$ cat src/rtl/data_counter_pkg.sv
// Shared constants, types and range helper for the saturating data_counter.
package data_counter_pkg;

  localparam string SIGNED_YES = "Yes";
  localparam string SIGNED_NO  = "No";

  localparam int MIN_SIZE = 2;
  localparam int MAX_SIZE = 32;

  // Synchroniser depth plus the edge-detect flop.
  localparam int SYNC_STAGES = 3;

  typedef enum logic [1:0] {
    STEP_HOLD = 2'd0,
    STEP_INC  = 2'd1,
    STEP_DEC  = 2'd2
  } step_e;

  typedef struct packed {
    logic [31:0] min_val;
    logic [31:0] max_val;
  } limits_t;

  // Only the low `size` bits of each field are meaningful.
  function automatic limits_t limits(input int size, input string mode);
    limits_t     lim;
    logic [32:0] span;
    span = 33'd1 << size;
    if (mode == SIGNED_YES) begin
      // 2^(size-1) as a size-bit pattern is the most negative value.
      lim.min_val = 32'(span >> 1);
      lim.max_val = 32'((span >> 1) - 33'd1);
    end else begin
      lim.min_val = '0;
      lim.max_val = 32'(span - 33'd1);
    end
    return lim;
  endfunction

endpackage

$ cat src/rtl/data_counter_edge_pulse.sv
// Synchronises an asynchronous request and emits one pulse per low->high edge.
module edge_pulse
  import data_counter_pkg::*;
(
  input  logic Clock,
  input  logic Reset,
  input  logic In,
  output logic Pulse
);

  logic [SYNC_STAGES-1:0] sync_reg;
  logic [SYNC_STAGES-1:0] fill_reg;

  // fill_reg tracks which stages hold a real sample since reset; the zeros
  // loaded by reset must not look like a low level preceding a held input.
  always_ff @(posedge Clock) begin
    if (Reset) begin
      sync_reg <= '0;
      fill_reg <= '0;
    end else begin
      sync_reg <= {sync_reg[SYNC_STAGES-2:0], In};
      fill_reg <= {fill_reg[SYNC_STAGES-2:0], 1'b1};
    end
  end

  assign Pulse = sync_reg[SYNC_STAGES-2] & ~sync_reg[SYNC_STAGES-1]
               & fill_reg[SYNC_STAGES-1];

endmodule

$ cat src/rtl/data_counter.sv
// Saturating up/down counter fed by edge-detected Up/Down requests.
module data_counter
  import data_counter_pkg::*;
#(
  parameter int    Size   = 3,
  parameter string Signed = "Yes"
) (
  input  logic            Clock,
  input  logic            Reset,
  input  logic            Up,
  input  logic            Down,
  output logic [Size-1:0] Data
);

  generate
    if (Size < MIN_SIZE || Size > MAX_SIZE) begin : g_bad_size
      $error("data_counter: Size must be in 2..32");
    end
    if (Signed != SIGNED_YES && Signed != SIGNED_NO) begin : g_bad_signed
      $error("data_counter: Signed must be \"Yes\" or \"No\"");
    end
  endgenerate

  localparam limits_t         LIM       = limits(Size, Signed);
  localparam logic [Size-1:0] MIN_V     = LIM.min_val[Size-1:0];
  localparam logic [Size-1:0] MAX_V     = LIM.max_val[Size-1:0];
  localparam bit              IS_SIGNED = (Signed == SIGNED_YES);

  logic            up_pulse;
  logic            down_pulse;
  logic            at_max;
  logic            at_min;
  step_e           step;
  logic [Size-1:0] data_reg;
  logic [Size-1:0] data_next;

  edge_pulse u_up_pulse (
    .Clock (Clock),
    .Reset (Reset),
    .In    (Up),
    .Pulse (up_pulse)
  );

  edge_pulse u_down_pulse (
    .Clock (Clock),
    .Reset (Reset),
    .In    (Down),
    .Pulse (down_pulse)
  );

  always_comb begin
    at_max = 1'b0;
    at_min = 1'b0;
    if (IS_SIGNED) begin
      at_max = $signed(data_reg) >= $signed(MAX_V);
      at_min = $signed(data_reg) <= $signed(MIN_V);
    end else begin
      at_max = data_reg >= MAX_V;
      at_min = data_reg <= MIN_V;
    end
  end

  // Simultaneous requests cancel each other.
  always_comb begin
    step = STEP_HOLD;
    if (up_pulse && !down_pulse && !at_max) begin
      step = STEP_INC;
    end else if (down_pulse && !up_pulse && !at_min) begin
      step = STEP_DEC;
    end
  end

  always_comb begin
    data_next = data_reg;
    case (step)
      STEP_INC: data_next = data_reg + 1'b1;
      STEP_DEC: data_next = data_reg - 1'b1;
      default:  data_next = data_reg;
    endcase
  end

  always_ff @(posedge Clock) begin
    if (Reset) begin
      data_reg <= '0;
    end else begin
      data_reg <= data_next;
    end
  end

  assign Data = data_reg;

endmodule

$ cat config.mk
export PLATFORM = sky130hd
export DESIGN_NAME = data_counter
export DESIGN_NICKNAME = d
export VERILOG_FILES = /design/src/rtl/data_counter_pkg.sv /design/src/rtl/data_counter_edge_pulse.sv /design/src/rtl/data_counter.sv
export SDC_FILE = /design/constraint.sdc
export NUM_CORES = 1
export LEC_CHECK = 0
export BUFFER_PORTS_ARGS = -buffer_cell sky130_fd_sc_hd__buf_4
export CORE_AREA = 2 2 39 41
export CTS_CLUSTER_SIZE = 40
export DETAILED_ROUTE_END_ITERATION = 8
export DIE_AREA = 0 0 41 43
export SETUP_SLACK_MARGIN = 0.2
export SLEW_MARGIN = 10
export SYNTH_ARGS = -nofsm -noshare
export SYNTH_HDL_FRONTEND = slang
export SYNTH_SLANG_ARGS = --single-unit
$ cat constraint.sdc
create_clock -name Clock -period 1.7 [get_ports Clock]
set_input_delay 0.34 -clock Clock [delete_from_list [all_inputs] [get_ports Clock]]
set_output_delay 0.34 -clock Clock [all_outputs]
set_load 0.02 [all_outputs]
---- After elaboration in Yosys (flattened, before gate mapping) ----
Index checks and enable logic that the tools add are counted.
word-level totals
  word-level logic and storage cells ...... 33
  register bits ........................... 15
operators by class
  order comparisons ....................... 2
  reduce and logical (&&, ||, !) cells .... 9
  add/sub/neg operators ................... 2
  bitwise operators ....................... 6
  eq/ne operators ......................... 2
  mux-type cells .......................... 5
operator list
  kind                 number
  $pmux 3 s2           1
  $and 1x1->1          4
  $logic_and 1x1->1    4
  $logic_not 1->1      4
  $mux 2               2
  $add 3x1->3 const B  1
  $ge 3x3->1 const B   1
  $le 3x3->1 const B   1
  $sub 3x1->3 const B  1
  $eq 2x1->1 const B   1
  $eq 2x2->1 const B   1
  $mux 1               2
  $not 1->1            2
  $reduce_bool 2->1    1

---- Depth between registers and ports, before layout ----
  word-level depth ........................ 10
  depth in mapped cells ................... 8

---- Hierarchy ----
From an unflattened synthesis, not the netlist that was laid out.
unflattened totals
  cell total of the unflattened synthesis .. 53
  area, all modules ....................... 560.5 µm²
by module, submodules not included
  module        cells an instance  times used  seq. area each (µm²)  area each (µm²)
  edge_pulse    13                 2           120.1                 163.9
  data_counter  27                 1           60.1                  232.7

---- Worst setup path after synthesis ----
Ideal clock, no wire load.
  path type ............................... register to register
  start ................................... reg data_reg[0], in the netlist Data[0]
  end ..................................... reg data_reg[2], in the netlist Data[2]
  stages on the path, launching flop included .. 9
  setup time .............................. 0.123 ns
  arrival time ............................ 1.863 ns
  clock period less this slack ............ 1.986 ns
  slack ................................... -0.286 ns
  path through ............................ dfxtp_1 nor3b_2 nor3_2 inv_1 fa_1 inv_1 nor4_2 a31oi_1 mux2_1
on the way
  longest elaborated chain between the ends .. 7
  elaborated cells between the ends (all ways) .. 14
RTL lines
  item                                                    line                RTL
  start, declared                                         data_counter.sv:34  logic [Size-1:0] data_reg;
  start signal, assigned                                  data_counter.sv:86  data_reg <= data_next;
  $le 3x3->1                                              data_counter.sv:56  at_min = $signed(data_reg) <= $signed(MIN_V);
  $logic_not 1->1                                         data_counter.sv:68  end else if (down_pulse && !up_pulse && !at_min) begin
  $logic_and 1x1->1                                       data_counter.sv:68
  $mux 2                                                  data_counter.sv:68
  $mux 2                                                  data_counter.sv:66  if (up_pulse && !down_pulse && !at_max) begin
  $eq 2x2->1 / $eq 2x1->1 (equally long branches)         data_counter.sv:75  case (step)
  $pmux 3 s2 / $reduce_bool 2->1 (equally long branches)  n/a
Parallel ways exist; a longest one is shown, timed or not.
A chain may end at the register's enable or synchronous reset.

---- Worst setup path after layout ----
  start ................................... reg u_down_pulse.sync_reg[2]
  end ..................................... reg data_reg[2], in the netlist Data[2]
on the way
  longest elaborated chain between the ends .. 9
  elaborated cells between the ends (all ways) .. 14
RTL lines
  item                                                         line                                    RTL
  start, declared                                              data_counter_edge_pulse.sv:11           logic [SYNC_STAGES-1:0] sync_reg;
  start signal, assigned                                       data_counter_edge_pulse.sv:21           sync_reg <= {sync_reg[SYNC_STAGES-2:0], In};
  $not 1->1 *                                                  data_counter_edge_pulse.sv:26           assign Pulse = sync_reg[SYNC_STAGES-2] & ~sync_reg[SYNC_STAGES-1]
  $and 1x1->1 *                                                data_counter_edge_pulse.sv:26
  $and 1x1->1 *                                                data_counter_edge_pulse.sv:27           & fill_reg[SYNC_STAGES-1];
  $logic_and 1x1->1 / $logic_not 1->1 (equally long branches)  data_counter.sv:68, data_counter.sv:66
  $logic_and 1x1->1 (on tied branches)                         data_counter.sv:68, data_counter.sv:66
  $mux 2 / $logic_and 1x1->1 (equally long branches)           data_counter.sv:68, data_counter.sv:66
  $mux 2 *                                                     data_counter.sv:66
  $eq 2x2->1 / $eq 2x1->1 (equally long branches)              data_counter.sv:75
  $pmux 3 s2 / $reduce_bool 2->1 (equally long branches)       n/a
Mark *: on every way between the ends. The rest lies on a longest branch, timed or not.

==> impl_metrics.tcl <==
set metrics [dict create \
    reg2reg_depth 8 \
    hpwl_um 628.3 \
    grt-ovfl-total 0 \
    slew_headroom_pct 83.63 \
    die_h_um 43 \
    hold_viol 0 \
    grt_use_total_pct 12.78 \
    wirelength_um 879 \
    rsz0062_at_grt "true" \
    yosys_register_bits 12 \
    num_rows 14 \
    cts_made_buffers 3 \
    clk_latency_ps 280 \
    grt_max_degree 16 \
    cts_root_buf "clkbuf_4" \
    setup.worst_path.start_class "flip-flop" \
    drive_above_1_share_pct 51.47 \
    seq_power_share_pct 57.3 \
    port_buffers 6 \
    p_leak_nw 0.3208 \
    syn-instance-count 50 \
    crit_path_end "Data[2]" \
    p_switching_w 0.0001147 \
    crit_type "reg -> reg" \
    status "complete, but fails checks" \
    worst_pin_slew_ps 244.5 \
    finalNonFillerCells 84 \
    drc 0 \
    drv_slew 0 \
    postLayoutCoreUtil_pct 54.25 \
    dp.cells 79 \
    htreeDepth 1 \
    syn_nets 56 \
    clockPowerShare_pct 35.4 \
    hold_path.class "in -> reg" \
    maxCapViolCount 0 \
    antenna_left 0 \
    cts_buffer_depth 2 \
    r2r_start "u_down_pulse.sync_reg[2]" \
    yosysWarningCount 0 \
    area_delta_synth_final_pct 42.86 \
    synth.yosys.seq_area_share_pct 45.71 \
    path_cells "nand3b_1 > nor3_2 > inv_1 > fa_2 > inv_2 > nor4_2 > a31oi_1 > mux2_1" \
    gp_congestion 0.7090 \
    path_clk_slew_ps 80 \
    first_global_vias 346 \
    worst_path_largest_cell_delay_ps 330 \
    combPwrFrac_pct 7.2 \
    via_per_inst 4.440 \
    fin_crit_ps 1795 \
    start_util_pct 37.97 \
    yosysUniqueCellTypes 19 \
    crit_arrival_ps 1960 \
    swShare_pct 22.57 \
    required_ps 1870 \
    grt_pass1_wl_mm 1.462 \
    crit_fanout 2 \
    violations "setup timing" \
    period_share_pct 105.6 \
    io_pins 7 \
    first_pass_iters 2 \
    max_freq_mhz 557.0 \
    core-area_mm2 0.001384 \
    fp.dieW_um 41 \
    layout_setup_ws_ps -95.22 \
    antenna_found_initial 0 \
    diodes 0 \
    fin_nets 75 \
    startpoint "u_down_pulse.sync_reg[2]" \
    ir_drop_v 0.0004976 \
    finalSetupTns_ps -95.22 \
    cts_tree "yes" \
    reg2reg_setup_slack_ps -100 \
    setup_viol 1 \
    p_per_area_mw_per_mm2 677.1 \
    die-area_mm2 0.001763 \
    clock-sinks 12 \
    end_kind "flip-flop" \
    synth_area_per_cell_um2 10.51 \
    vias 373 \
    synth_area_um2 525.5 \
    power.internal_w 0.0003936 \
    timing.rr.end "Data[2]" \
    wire_per_inst_um 10.46 \
    slowest_stage "fa_2" \
    drt-initial-drc-count 1 \
    fin_skew_ps 11.76 \
]
final cells by class:
class                      instances  area, µm²
tap                               16      20.02
timing repair buffer              15      128.9
inverter                           6      37.54
clock buffer                       3      22.52
multi-input combinational         31      289.0
clock inverter                     1      3.754
sequential                        12      249.0
fill                             114      633.1
per-layer routing:
layer / track usage, % / part of all wire [%] / vias to the layer above
li1: - / - / 195
met1: 17.28 / 49 / 169
met2: 16.56 / 45 / 5
met3: 4.712 / 3.8 / 4
met4: 8.000 / 1.9 / 0
met5: 0 / 0 / -
critical path, delay by kind of cell (launching register included):
kind,cells,cell delay (ps)
DFF,1,310
AOI/OAI and AO/OA,1,160
buffers and inverters,2,140
muxes,1,330
and+or+nand+nor,3,430
adders and majority gates,1,330
per-stage QoR:
step | area, µm² | power [W] | hold slack (ps) | setup WS, ps
2_1_floorplan | 545.5 | 0.0003167 | 413.8 | -82.14
4_1_cts | 713.2 | 0.0005133 | 269.4 | -116.0
6_report | 750.7 | 0.0005083 | 271.1 | -95.22
5_1_grt | 750.7 | 0.0005310 | 276.7 | -209.8
3_3_place_gp | 679.4 | 0.0003317 | 416.9 | -80.07
3_5_place_dp | 679.4 | 0.0003321 | 421.8 | -119.3
how the worst min path moves through the flow:
stage	from	end	depth (start not counted)
floorplan	u_down_pulse.sync_reg[0]	u_down_pulse.sync_reg[1]	1
global placement	u_up_pulse.sync_reg[0]	u_up_pulse.sync_reg[1]	1
detailed placement	u_up_pulse.sync_reg[0]	u_up_pulse.sync_reg[1]	1
CTS	Down	u_down_pulse.sync_reg[0]	2
global route	Up	u_up_pulse.sync_reg[0]	2
finish	Down	u_down_pulse.sync_reg[0]	2
synthesized netlist by cell type, drive strengths merged:
library cell	instances	area [µm²]
nor2b	8	50.05
a21boi	1	18.77
a21oi	1	8.760
a31oi	1	6.260
ha	1	12.51
nor4	1	12.51
inv	6	22.52
fa	1	20.02
nor3b	1	12.51
and4b	1	10.01
nor2	7	26.28
and2b	1	7.510
mux2	3	33.78
nand3b	1	7.510
xor2	1	16.27
nor3	1	10.01
nand2b	1	6.260
clkbuf	1	3.750
dfxtp	12	240.2
logic make-up (layout without fill, tap and decap cells):
logic type / after synthesis / after routing / share of synthesized area [%]
and+or+nand+nor: 22 / 22 / 27.15
DFF: 12 / 12 / 45.71
buffers and inverters: 7 / 25 / 4.999
AOI/OAI and AO/OA: 3 / 3 / 6.430
muxes: 3 / 3 / 6.428
adders and majority gates: 2 / 2 / 6.190
xor gates and xnor gates: 1 / 1 / 3.096
power by group through the flow:
stage | combinational [W] | clock (W) | sequential (W)
2_1_floorplan | 0.0000176 | 0 | 0.000299
6_report | 0.0000367 | 0.000180 | 0.000291
3_3_place_gp | 0.0000338 | 0 | 0.000298
4_1_cts | 0.0000357 | 0.000186 | 0.000291
5_1_grt | 0.0000410 | 0.000197 | 0.000293
3_5_place_dp | 0.0000343 | 0 | 0.000298
timing repair:
| action | in CTS | in global routing |
|---|---|---|
| gates resized for setup | 0 | 8 |
| endpoints found under the setup margin | 3 | 3 |
| hold buffers | 0 | 0 |
| pin swaps | 3 | 3 |
| setup buffers | 1 | 0 |
placed cells by master (no fill, tap or decap), types with 2 or more instances in the layout:
| cell type | instances |
|---|---|
| dfxtp_1 | 9 |
| mux2_4 | 2 |
| inv_1 | 3 |
| dfxtp_4 | 2 |
| nor2_1 | 6 |
| clkbuf_4 | 3 |
| buf_4 | 13 |
| nor2b_1 | 8 |
No activity file was read; power rests on OpenSTA's default activity.
